--- config.mk ---
export PLATFORM = sky130hd
export DESIGN_NAME = multi_ring_counter
export DESIGN_NICKNAME = d
export VERILOG_FILES = /design/src/rtl/multi_ring_pkg.sv /design/src/rtl/ring_edge_counter.sv /design/src/rtl/multi_ring_counter.sv
export SDC_FILE = /design/constraint.sdc
export NUM_CORES = 1
export LEC_CHECK = 0
export ABC_AREA = 1
export CORE_MARGIN = 4
export CORE_UTILIZATION = 47
export DETAILED_ROUTE_END_ITERATION = 10
export GPL_TIMING_DRIVEN = 0
export PLACE_DENSITY = 0.65
export SETUP_SLACK_MARGIN = 0.2
export SYNTH_ARGS = -nofsm -noshare
export SYNTH_HDL_FRONTEND = slang
export SYNTH_SLANG_ARGS = --single-unit
--- constraint.sdc ---
create_clock -name fpga_clk1 -period 3.7 [get_ports fpga_clk1]
set_clock_uncertainty 0.1 [all_clocks]
set_input_delay 0.37 -clock fpga_clk1 [delete_from_list [all_inputs] [get_ports fpga_clk1]]
set_output_delay 0.37 -clock fpga_clk1 [all_outputs]
set_load 0.01 [all_outputs]
--- src/rtl/multi_ring_pkg.sv ---
// -----------------------------------------------------------------------------
// multi_ring_pkg
// Shared definitions for the multi-channel ring-oscillator counter:
//   - state_t / IDLE, GATE, LATCH : measurement FSM state encoding
//   - gate_width(cycles)          : width of a counter running 0..cycles-1
//   - sel_width(ch)               : width of a channel select, never below 1
// No ports (package).
// -----------------------------------------------------------------------------
package multi_ring_pkg;

    typedef logic [1:0] state_t;

    localparam state_t IDLE  = 2'd0;
    localparam state_t GATE  = 2'd1;
    localparam state_t LATCH = 2'd2;

    function automatic int gate_width(input int cycles);
        return (cycles > 1) ? $clog2(cycles) : 1;
    endfunction

    function automatic int sel_width(input int ch);
        return (ch > 1) ? $clog2(ch) : 1;
    endfunction

endpackage

--- src/rtl/ring_edge_counter.sv ---
// -----------------------------------------------------------------------------
// ring_edge_counter
// One measurement channel: synchronises an asynchronous ring-oscillator output,
// detects its rising edges and counts them into a saturating window counter.
// Ports:
//   clk      in  : system clock
//   reset    in  : synchronous, active-high reset
//   ring     in  : asynchronous ring-oscillator output
//   count_en in  : 1 while the gate window is open
//   clear    in  : clears the window counter and saturation flag
//   count    out : edges counted in the current window (saturating)
//   sat      out : an edge arrived while the counter was already at maximum
// -----------------------------------------------------------------------------
import multi_ring_pkg::*;

module ring_edge_counter #(
    parameter int CNT_W       = 16,
    parameter int SYNC_STAGES = 2
) (
    input  logic             clk,
    input  logic             reset,
    input  logic             ring,
    input  logic             count_en,
    input  logic             clear,
    output logic [CNT_W-1:0] count,
    output logic             sat
);

    localparam logic [CNT_W-1:0] CNT_MAX = '1;

    logic [SYNC_STAGES-1:0] sync_q;
    logic                   prev_q;
    logic                   rise_q;

    // Synchroniser chain followed by a registered rising-edge detector, so a
    // ring transition reaches rise_q SYNC_STAGES+1 cycles after it happens.
    always_ff @(posedge clk) begin
        if (reset) begin
            sync_q <= '0;
            prev_q <= 1'b0;
            rise_q <= 1'b0;
        end else begin
            sync_q <= {sync_q[SYNC_STAGES-2:0], ring};
            prev_q <= sync_q[SYNC_STAGES-1];
            rise_q <= sync_q[SYNC_STAGES-1] & ~prev_q;
        end
    end

    // Window counter holds at its maximum; further edges only raise sat.
    always_ff @(posedge clk) begin
        if (reset || clear) begin
            count <= '0;
            sat   <= 1'b0;
        end else if (count_en && rise_q) begin
            if (count == CNT_MAX) begin
                sat <= 1'b1;
            end else begin
                count <= count + 1'b1;
            end
        end
    end

endmodule

--- src/rtl/multi_ring_counter.sv ---
// -----------------------------------------------------------------------------
// multi_ring_counter
// Counts rising edges of CH ring oscillators over a GATE_CYCLES-long gate
// window, optionally averaging 2^AVG_LOG2 windows into one published result.
// Ports:
//   fpga_clk1  in  : system clock (sole clock)
//   reset      in  : synchronous, active-high reset
//   enable     in  : 1 = measure continuously, 0 = return to / stay idle
//   avg_en     in  : averaging mode request, taken at the start of each batch
//   ring_in    in  : asynchronous ring-oscillator outputs, one per channel
//   sel        in  : channel shown on value_out
//   value_out  out : result[sel], or 0 when sel is not a valid channel
//   all_values out : every result, channel i at bits [i*CNT_W +: CNT_W]
//   valid      out : one-cycle pulse when results update
//   overflow   out : per-channel saturation flag of the last published result
//   busy       out : FSM is not idle
// -----------------------------------------------------------------------------
module multi_ring_counter import multi_ring_pkg::*; #(
    parameter int CH          = 4,
    parameter int CNT_W       = 16,
    parameter int GATE_CYCLES = 50000,
    parameter int AVG_LOG2    = 3,
    parameter int SYNC_STAGES = 2
) (
    input  logic                    fpga_clk1,
    input  logic                    reset,
    input  logic                    enable,
    input  logic                    avg_en,
    input  logic [CH-1:0]           ring_in,
    input  logic [sel_width(CH)-1:0] sel,
    output logic [CNT_W-1:0]        value_out,
    output logic [CH*CNT_W-1:0]     all_values,
    output logic                    valid,
    output logic [CH-1:0]           overflow,
    output logic                    busy
);

    localparam int GATE_W = gate_width(GATE_CYCLES);
    localparam int ACC_W  = CNT_W + AVG_LOG2;
    localparam int WIN_W  = (AVG_LOG2 > 0) ? AVG_LOG2 : 1;

    localparam logic [GATE_W-1:0] GATE_LAST = GATE_W'(GATE_CYCLES - 1);
    localparam logic [WIN_W-1:0]  WIN_LAST  = WIN_W'((1 << AVG_LOG2) - 1);

    state_t             state;
    logic [GATE_W-1:0]  gate_cnt;
    logic               avg_mode;
    logic [WIN_W-1:0]   win_idx;
    logic               batch_end;

    logic [CNT_W-1:0]   win_count [CH];
    logic [CH-1:0]      win_sat;
    logic [ACC_W-1:0]   acc       [CH];
    logic [ACC_W-1:0]   acc_sum   [CH];
    logic [CH-1:0]      batch_sat;
    logic [CNT_W-1:0]   result    [CH];

    logic               count_en;
    logic               win_clear;

    // Window counters only run in GATE; IDLE and LATCH hold them clear.
    assign count_en  = (state == GATE);
    assign win_clear = (state != GATE);
    assign busy      = (state != IDLE);

    // A batch is one window in plain mode, 2^AVG_LOG2 windows in averaging mode.
    assign batch_end = !avg_mode || (win_idx == WIN_LAST);

    for (genvar i = 0; i < CH; i++) begin : g_chan
        ring_edge_counter #(
            .CNT_W       (CNT_W),
            .SYNC_STAGES (SYNC_STAGES)
        ) u_chan (
            .clk      (fpga_clk1),
            .reset    (reset),
            .ring     (ring_in[i]),
            .count_en (count_en),
            .clear    (win_clear),
            .count    (win_count[i]),
            .sat      (win_sat[i])
        );
    end

    // Running batch sum including the window that is being latched right now.
    always_comb begin
        for (int i = 0; i < CH; i++) begin
            acc_sum[i] = acc[i] + ACC_W'(win_count[i]);
        end
    end

    // Measurement FSM and gate timer. avg_mode is only re-taken when a new
    // batch begins so that a batch never mixes modes.
    always_ff @(posedge fpga_clk1) begin
        if (reset) begin
            state    <= IDLE;
            gate_cnt <= '0;
            avg_mode <= 1'b0;
            win_idx  <= '0;
        end else begin
            case (state)
                IDLE: begin
                    gate_cnt <= '0;
                    win_idx  <= '0;
                    if (enable) begin
                        state    <= GATE;
                        avg_mode <= avg_en;
                    end
                end
                GATE: begin
                    if (!enable) begin
                        state    <= IDLE;
                        gate_cnt <= '0;
                        win_idx  <= '0;
                    end else if (gate_cnt == GATE_LAST) begin
                        state    <= LATCH;
                        gate_cnt <= '0;
                    end else begin
                        gate_cnt <= gate_cnt + 1'b1;
                    end
                end
                LATCH: begin
                    gate_cnt <= '0;
                    state    <= enable ? GATE : IDLE;
                    if (batch_end) begin
                        win_idx  <= '0;
                        avg_mode <= avg_en;
                    end else begin
                        win_idx <= win_idx + 1'b1;
                    end
                end
                default: begin
                    state <= IDLE;
                end
            endcase
        end
    end

    // Result publishing and batch accumulation. An abort (enable low in GATE)
    // or idling discards the partial batch but leaves published results alone.
    always_ff @(posedge fpga_clk1) begin
        if (reset) begin
            valid     <= 1'b0;
            overflow  <= '0;
            batch_sat <= '0;
            for (int i = 0; i < CH; i++) begin
                result[i] <= '0;
                acc[i]    <= '0;
            end
        end else begin
            valid <= 1'b0;
            if (state == LATCH) begin
                if (!avg_mode) begin
                    valid    <= 1'b1;
                    overflow <= win_sat;
                    for (int i = 0; i < CH; i++) begin
                        result[i] <= win_count[i];
                    end
                end else if (batch_end) begin
                    valid     <= 1'b1;
                    overflow  <= batch_sat | win_sat;
                    batch_sat <= '0;
                    for (int i = 0; i < CH; i++) begin
                        result[i] <= acc_sum[i][ACC_W-1:AVG_LOG2];
                        acc[i]    <= '0;
                    end
                end else begin
                    batch_sat <= batch_sat | win_sat;
                    for (int i = 0; i < CH; i++) begin
                        acc[i] <= acc_sum[i];
                    end
                end
            end else if (state == IDLE || !enable) begin
                batch_sat <= '0;
                for (int i = 0; i < CH; i++) begin
                    acc[i] <= '0;
                end
            end
        end
    end

    // Output views of the result registers; sel outside 0..CH-1 reads as 0.
    always_comb begin
        value_out  = '0;
        all_values = '0;
        for (int i = 0; i < CH; i++) begin
            all_values[i*CNT_W +: CNT_W] = result[i];
            if (int'(sel) == i) begin
                value_out = result[i];
            end
        end
    end

endmodule

# After elaboration in Yosys (flattened, before gate mapping)
# Memory sizes are Yosys's and may differ from the RTL's.
# Index checks and enable logic that the tools add are counted.
dict set report totals {
  ff_bits 115
  ramBits 140
  input_bits 10
  output_inout_bits 86
  memories 2
}
# name words word_bits rd rd_ports_with_merged_regs wr line_no
set memory_table {}
lappend memory_table {acc 4 19 4 0 4 multi_ring_counter.sv:53} ;# logic [ACC_W-1:0] acc [CH];
lappend memory_table {result 4 16 4 0 4 multi_ring_counter.sv:56} ;# logic [CNT_W-1:0] result [CH];
dict set report classes {
  n_addsub 10
  n_eq_ne 18
  muxes 65
  bitwise 34
  n_reduce_logical 31
}
# op n
set ops {}
lappend ops {{two-way mux 19 bit} 12}
lappend ops {{two-way mux 16 bit} 14}
lappend ops {{adder 16 x 1 -> 16 bit, second input constant} 5}
lappend ops {{== test 16 bit, second input constant} 5}
lappend ops {{adder 19 x 16 -> 19 bit} 4}
lappend ops {{one-hot mux 16 bit (2 select lines)} 1}
lappend ops {{two-way mux 1 bit} 24}
lappend ops {{two-way mux 4 bit} 6}
lappend ops {{AND reduction 2 bit} 12}
lappend ops {{bitwise OR 1 bit} 20}
lappend ops {{NOT 1 bit} 9}
lappend ops {{one-hot mux 3 bit (3 select lines)} 1}
lappend ops {{inequality test 2 bit, second input constant} 4}
lappend ops {{nonzero test 2 bit} 4}
lappend ops {{== test 2 bit, second input constant} 3}
lappend ops {{two-way mux 2 bit} 3}
lappend ops {{two-way mux 3 bit} 2}
lappend ops {{one-hot mux 2 bit (3 select lines)} 1}
lappend ops {{bitwise AND 1 bit} 4}
lappend ops {{== test 2 x 1 -> 1 bit, second input constant} 2}
lappend ops {{logical AND 1 bit} 4}
lappend ops {{zero test 2 bit} 2}
lappend ops {{inequality test 2 x 1 -> 1 bit, second input constant} 2}
lappend ops {{bitwise OR 4 bit} 1}
lappend ops {{9 further kinds} 13}

# Depth between registers and ports, before layout
dict set report depth {
  ltp_word 10
  mapped_depth 15
  ltp_nobuf 15
}

# Modules after synthesis
# Synthesis repeated with hierarchy kept, for this count alone.
dict set report unflattened {
  cells_unflattened 2239
  hier_area_um2 15867.7
}
# mod instances cells_each area_each_um2 seq_area_each_um2
set modules_own_cells {}
lappend modules_own_cells {multi_ring_counter 1 1523 11078.1 4254.1}
lappend modules_own_cells {ring_edge_counter 4 179 1197.4 420.4}

# Worst setup path before layout
# OpenSTA, ideal clock, no wires.
dict set report synth_path {
  kind {register to register}
  from {reg g_chan[0].u_chan.count[0]}
  to {mem result[0][13] (data pin)}
  setup_time_ps 253
  t_arrival_ps 1913
  setup_slack_ps 1434
  path_stages_with_launch 14
  period_less_slack_ps 2266
  cell_sequence {dfxtp_1 > ha_1 > inv_1 > fa_1 > inv_1 > nand2_1 > o21ai_0 > nand3_1 > nand2_1 > nand3_1 > nand2_1 > nand2_1 > nand3_1 > nand2_1}
}
# item line_no
set synth_lines {}
lappend synth_lines {{start, declared} ring_edge_counter.sv:25} ;# output logic [CNT_W-1:0] count,
lappend synth_lines {{start signal, assigned} ring_edge_counter.sv:58} ;# count <= count + 1'b1;
lappend synth_lines {{end, declared} multi_ring_counter.sv:56}

# Worst setup path in the final report
dict set report layout_path {
  from {in sel[1]}
  to {out value_out[3]}
}
dict set report layout_between {
  elab_chain_len 5
  elab_cells_between_ends 8
}
# item line_no
set layout_rtl {}
lappend layout_rtl {{start, declared} multi_ring_counter.sv:30} ;# input logic [sel_width(CH)-1:0] sel,
lappend layout_rtl {{zero test 2 bit} multi_ring_counter.sv:187} ;# if (int'(sel) == i) begin
lappend layout_rtl {{two-way mux 16 bit (3 in a row)} multi_ring_counter.sv:187}
lappend layout_rtl {{two-way mux 16 bit *} multi_ring_counter.sv:187}
lappend layout_rtl {{end, declared} multi_ring_counter.sv:31} ;# output logic [CNT_W-1:0] value_out,
# Mark *: on every way between the ends. The rest lies on a longest branch, timed or not.

==> summary by stage <==
Run status
The flow ran to the end, and the final reports show no timing, DRC or antenna violations.

Clock network
The CTS buffer count is 30. Clock-pin slew was measured on the worst setup and hold paths at 60 ps. After clock tree synthesis, the setup repair step added 0 buffers. The TritonCTS sink count is 255. The tree is rooted in a sky130_fd_sc_hd__clkbuf_16. The clock passes through at most 3 buffers. The source-to-sink clock delay at the later pin of the worst-skew pair is 560 ps. The TritonCTS clock tree is yes. In this run, post-CTS hold repair placed 0 buffers. CTS built an H-tree with a depth of 1.

Routing
The number of routed nets with antenna violations is 0. The average wire per standard cell is 18.58 um. The total vias in the final route is 14440. After detailed routing, the number of remaining DRC violations is 0. The final routed wirelength across all metal layers is 48650 um. In the routed layout, each cell is associated on average with a via count of 5.517. The number of design-rule violations left by the first detailed-router iteration is 1054. The first-pass detailed-route iteration total is 5.

Synth
Summing the sequential cell areas from Yosys gives 39.60% of the chip area. The most numerous cell in the Yosys netlist is sky130_fd_sc_hd__nand2_1. By count the netlist is led by sky130_fd_sc_hd__nand2_1 (561), sky130_fd_sc_hd__inv_1 (252), sky130_fd_sc_hd__nor2_1 (182). Yosys attributes the largest share of cell area to sky130_fd_sc_hd__dfxtp_1 (23%), sky130_fd_sc_hd__edfxtp_1 (17%), sky130_fd_sc_hd__nand2_1 (14%).

The number of nets handed over by synthesis was 2152. The most used flip-flop cell after synthesis is sky130_fd_sc_hd__dfxtp_1. The synthesized design spends more area on one cell type than any other, namely sky130_fd_sc_hd__dfxtp_1.

The number of distinct standard cells referenced by the synthesized netlist is 55. After synthesis the cells add up to 14990 um^2. The count of yosys warnings during synthesis is 0. Synthesis inferred 255 register bits.

The post-synthesis async set-or-reset flop share is 0%. The gate count after technology mapping is 2067. The area share of the leading cell type in the synthesized netlist is 22.97%. The average cell area after synthesis is 7.251 um^2. The number of flops mapped to enable cells by yosys is 83.

Finish
The net count of the finished layout is 2277. Once layout is complete, the cells apart from fillers number 2618. The area growth from synthesis to layout is 16.47%. The repair_antennas step left the layout with diodes totalling 0. The proportion of layout cells with a drive suffix above 1 is 5.686%. The multi-input combinational cells in the finished layout cover a total of 7799 um^2.

Fill cells in the final layout number 3106. Across the whole layout, storage elements account for 5936 um^2.

Timing
For the pin with the worst max-slew slack, the measured transition is 814.6 ps. In this run the tightest slew margin relative to its limit is 45.50%. After layout, the worst path uses 89.86% of the clock period. The total setup violations reported at the end of the flow is 0. The max-slew violation total from the final report is 0. Summed over all failing endpoints, the final setup total negative slack is 0 ps. The number of hold violations in the final report came to 0. Subtracting the final worst setup slack from the clock period gives 3325 ps. Setup repair after global routing left no endpoint under its margin.

The fmax is 300.8 MHz.

Worst setup path
The category of the critical setup timing path is in2out. For flop-to-flop paths, the worst setup slack is 890 ps. The longest individual stage delay on the worst path is 600 ps. Measured in cells, the most critical reg-to-reg path has a length of 13. The kind of start point of the critical path is a primary input.

The endpoint identified for the worst register-to-register timing path is result[0][13]$_DFFE_PP_. The cell with the biggest individual delay on the critical path is sky130_fd_sc_hd__clkdlybuf4s50_1. Data on the critical path arrives at its endpoint at 2850 ps. The type of element capturing the critical path is an output pin. The most critical setup path has its startpoint at sel[1].

For the worst setup path, the data required time is 3230 ps. In this run the worst path has a maximum fanout of 10. In this run the critical register-to-register path is launched from g_chan[0].u_chan.count[0]$_SDFFE_PP0P_.

The critical path goes through clkdlybuf4s50_1, clkinv_1, nor2_2, buf_2, nand2_1, nand4_1, clkdlybuf4s50_1. The end of the critical path is value_out[3]. By instance count, the cell type seen most on the critical path is sky130_fd_sc_hd__clkdlybuf4s50_1.

Die
The vertical die dimension is 186.6 um. The die is 186.6 um wide. The boundary pin count is 96. The number of placement rows is 65. The floorplan step defined a core boundary enclosing 31470 um^2. Once the floorplan was initialized, standard cells occupied 47.62% of the core. The die covers 34810 um^2.

Run
The number of maximum-capacitance constraint violations is 0.

Min path
Counting instances, the worst hold path has a depth of 2. The worst hold-check path type is in2reg.

Placed design
In this run the tool buffered the top-level ports with 93 buffer cells. Detailed placement ended at an HPWL of 37810 um. The post-placement cell count is 2562.

The congestion estimate from routability-driven global placement came to 0.9601.

Global routing
The initial antenna violation count came to 0. The via count of the first global-routing pass is 13480. The pin count of the biggest net entering global routing is 25. The residual overflow from global routing is 0.

The total routing resource utilization after global routing is 26.85%. The global-route wire length before repair is 74800 um.

Power
The leakage power is 7.229 nW. IR analysis of the VDD net gives a maximum drop of 0.3604 mV. For this design the ratio of total power to cell area is 368.6 nW/um^2.
[placed cells by master (no fill, tap or decap), types with 4 or more instances in the layout]
cell type,instances
sky130_fd_sc_hd__xnor2_1,14
sky130_fd_sc_hd__nor3_1,36
sky130_fd_sc_hd__bufinv_16,5
sky130_fd_sc_hd__nand3b_1,27
sky130_fd_sc_hd__fa_1,4
sky130_fd_sc_hd__and3_1,4
sky130_fd_sc_hd__ha_1,71
sky130_fd_sc_hd__dfxtp_1,172
sky130_fd_sc_hd__nor4_1,12
sky130_fd_sc_hd__buf_6,5
sky130_fd_sc_hd__edfxtp_1,83
sky130_fd_sc_hd__nand2_2,6
sky130_fd_sc_hd__clkinv_2,12
sky130_fd_sc_hd__nor3b_1,4
sky130_fd_sc_hd__a221oi_1,7
sky130_fd_sc_hd__inv_2,12
sky130_fd_sc_hd__o21ai_1,5
sky130_fd_sc_hd__o21ai_0,95
sky130_fd_sc_hd__clkbuf_1,19
sky130_fd_sc_hd__o22ai_1,17
sky130_fd_sc_hd__clkinv_1,5
sky130_fd_sc_hd__nor2_2,9
sky130_fd_sc_hd__nor3_2,4
sky130_fd_sc_hd__nor2_1,181
sky130_fd_sc_hd__nand4_1,22
sky130_fd_sc_hd__a21oi_1,163
sky130_fd_sc_hd__inv_1,252
sky130_fd_sc_hd__buf_2,18
sky130_fd_sc_hd__nand3_1,156
sky130_fd_sc_hd__clkdlybuf4s50_1,93
sky130_fd_sc_hd__o21bai_1,12
sky130_fd_sc_hd__buf_4,4
sky130_fd_sc_hd__xor2_1,39
sky130_fd_sc_hd__a32o_1,4
sky130_fd_sc_hd__nand2_1,561
sky130_fd_sc_hd__clkbuf_16,31
sky130_fd_sc_hd__a22o_1,9
[flip-flops by register name, summed over array words and instances (netlist names), 2 cells and up]
register	count
acc	76
batch_sat	4
g_chan.u_chan.count	64
g_chan.u_chan.prev_q	4
g_chan.u_chan.rise_q	4
g_chan.u_chan.sat	4
g_chan.u_chan.sync_q	8
gate_cnt	16
overflow	4
result	64
state	2
win_idx	3
[metal layers]
layer	share of wire, %	vias up	track usage [%]	wire (um)
li1	-	7101	-	-
met1	43	6714	35.75	20990
met2	45	530	44.04	22140
met3	7.6	98	5.144	3677
met4	3.8	0	9.329	1845
met5	0	-	0	0
[where the power goes]
group / internal, mW / total, mW / switching (mW)
clock: 1.87 / 3.12 / 1.25
combinational: 0.125 / 0.329 / 0.204
sequential: 2.93 / 2.98 / 0.0465
[worst min-delay path by stage]
stage,start,end,slack (ps)
4_1_cts,reset,valid$_SDFF_PP0_,20
3_5_place_dp,g_chan[1].u_chan.prev_q$_SDFF_PP0_,g_chan[1].u_chan.rise_q$_SDFF_PP0_,280
6_report,reset,valid$_SDFF_PP0_,30
5_1_grt,reset,valid$_SDFF_PP0_,20
3_3_place_gp,g_chan[1].u_chan.prev_q$_SDFF_PP0_,g_chan[1].u_chan.rise_q$_SDFF_PP0_,280
2_1_floorplan,g_chan[0].u_chan.prev_q$_SDFF_PP0_,g_chan[0].u_chan.rise_q$_SDFF_PP0_,270
[cell families (layout without fill, tap and decap cells)]
group	after synthesis	after routing	share of synthesized area (%)
flops	255	255	39.60
compound gates	329	329	12.15
simple gates	1041	1041	30.30
fa+ha+maj	75	75	6.461
buf+inv	314	463	8.381
xor+xnor	53	53	3.097
[critical path, delay by kind of cell]
| kind | cells | cell delay, ps |
|---|---|---|
| buffers and inverters | 4 | 1750 |
| and+or+nand+nor | 3 | 740 |
[cell type report]
| cell class | instances | area share [%] |
|---|---|---|
| clock buffer | 33 | 4.487 |
| sequential | 255 | 34.00 |
| buffer | 47 | 1.448 |
| clock inverter | 23 | 1.426 |
| tap | 402 | 2.881 |
| multi-input combinational | 1498 | 44.67 |
| timing repair buffer | 93 | 5.333 |
| inverter | 267 | 5.748 |
[per-stage QoR]
step / area, um^2 / utilization [%] / total power, mW / setup WS [ps] / hold WS [ps]
6_report: 17460 / 55.46 / 6.435 / 375.3 / 30.67
5_1_grt: 17460 / 55.46 / 6.603 / 316.9 / 24.72
4_1_cts: 17450 / 55.46 / 6.456 / 344.5 / 18.40
3_5_place_dp: 16420 / 52.18 / 3.367 / 351.2 / 281.4
3_3_place_gp: 16420 / 52.18 / 3.363 / 363.7 / 279.5
2_1_floorplan: 14990 / - / 3.168 / 1434 / 272.8
[what timing repair did]
action                                  in CTS  in global routing
endpoints found under the setup margin       0                  4
resized for setup                            0                  1
endpoints found under the hold margin        0                  0
Note: power is estimated with default switching activity, not from simulation.
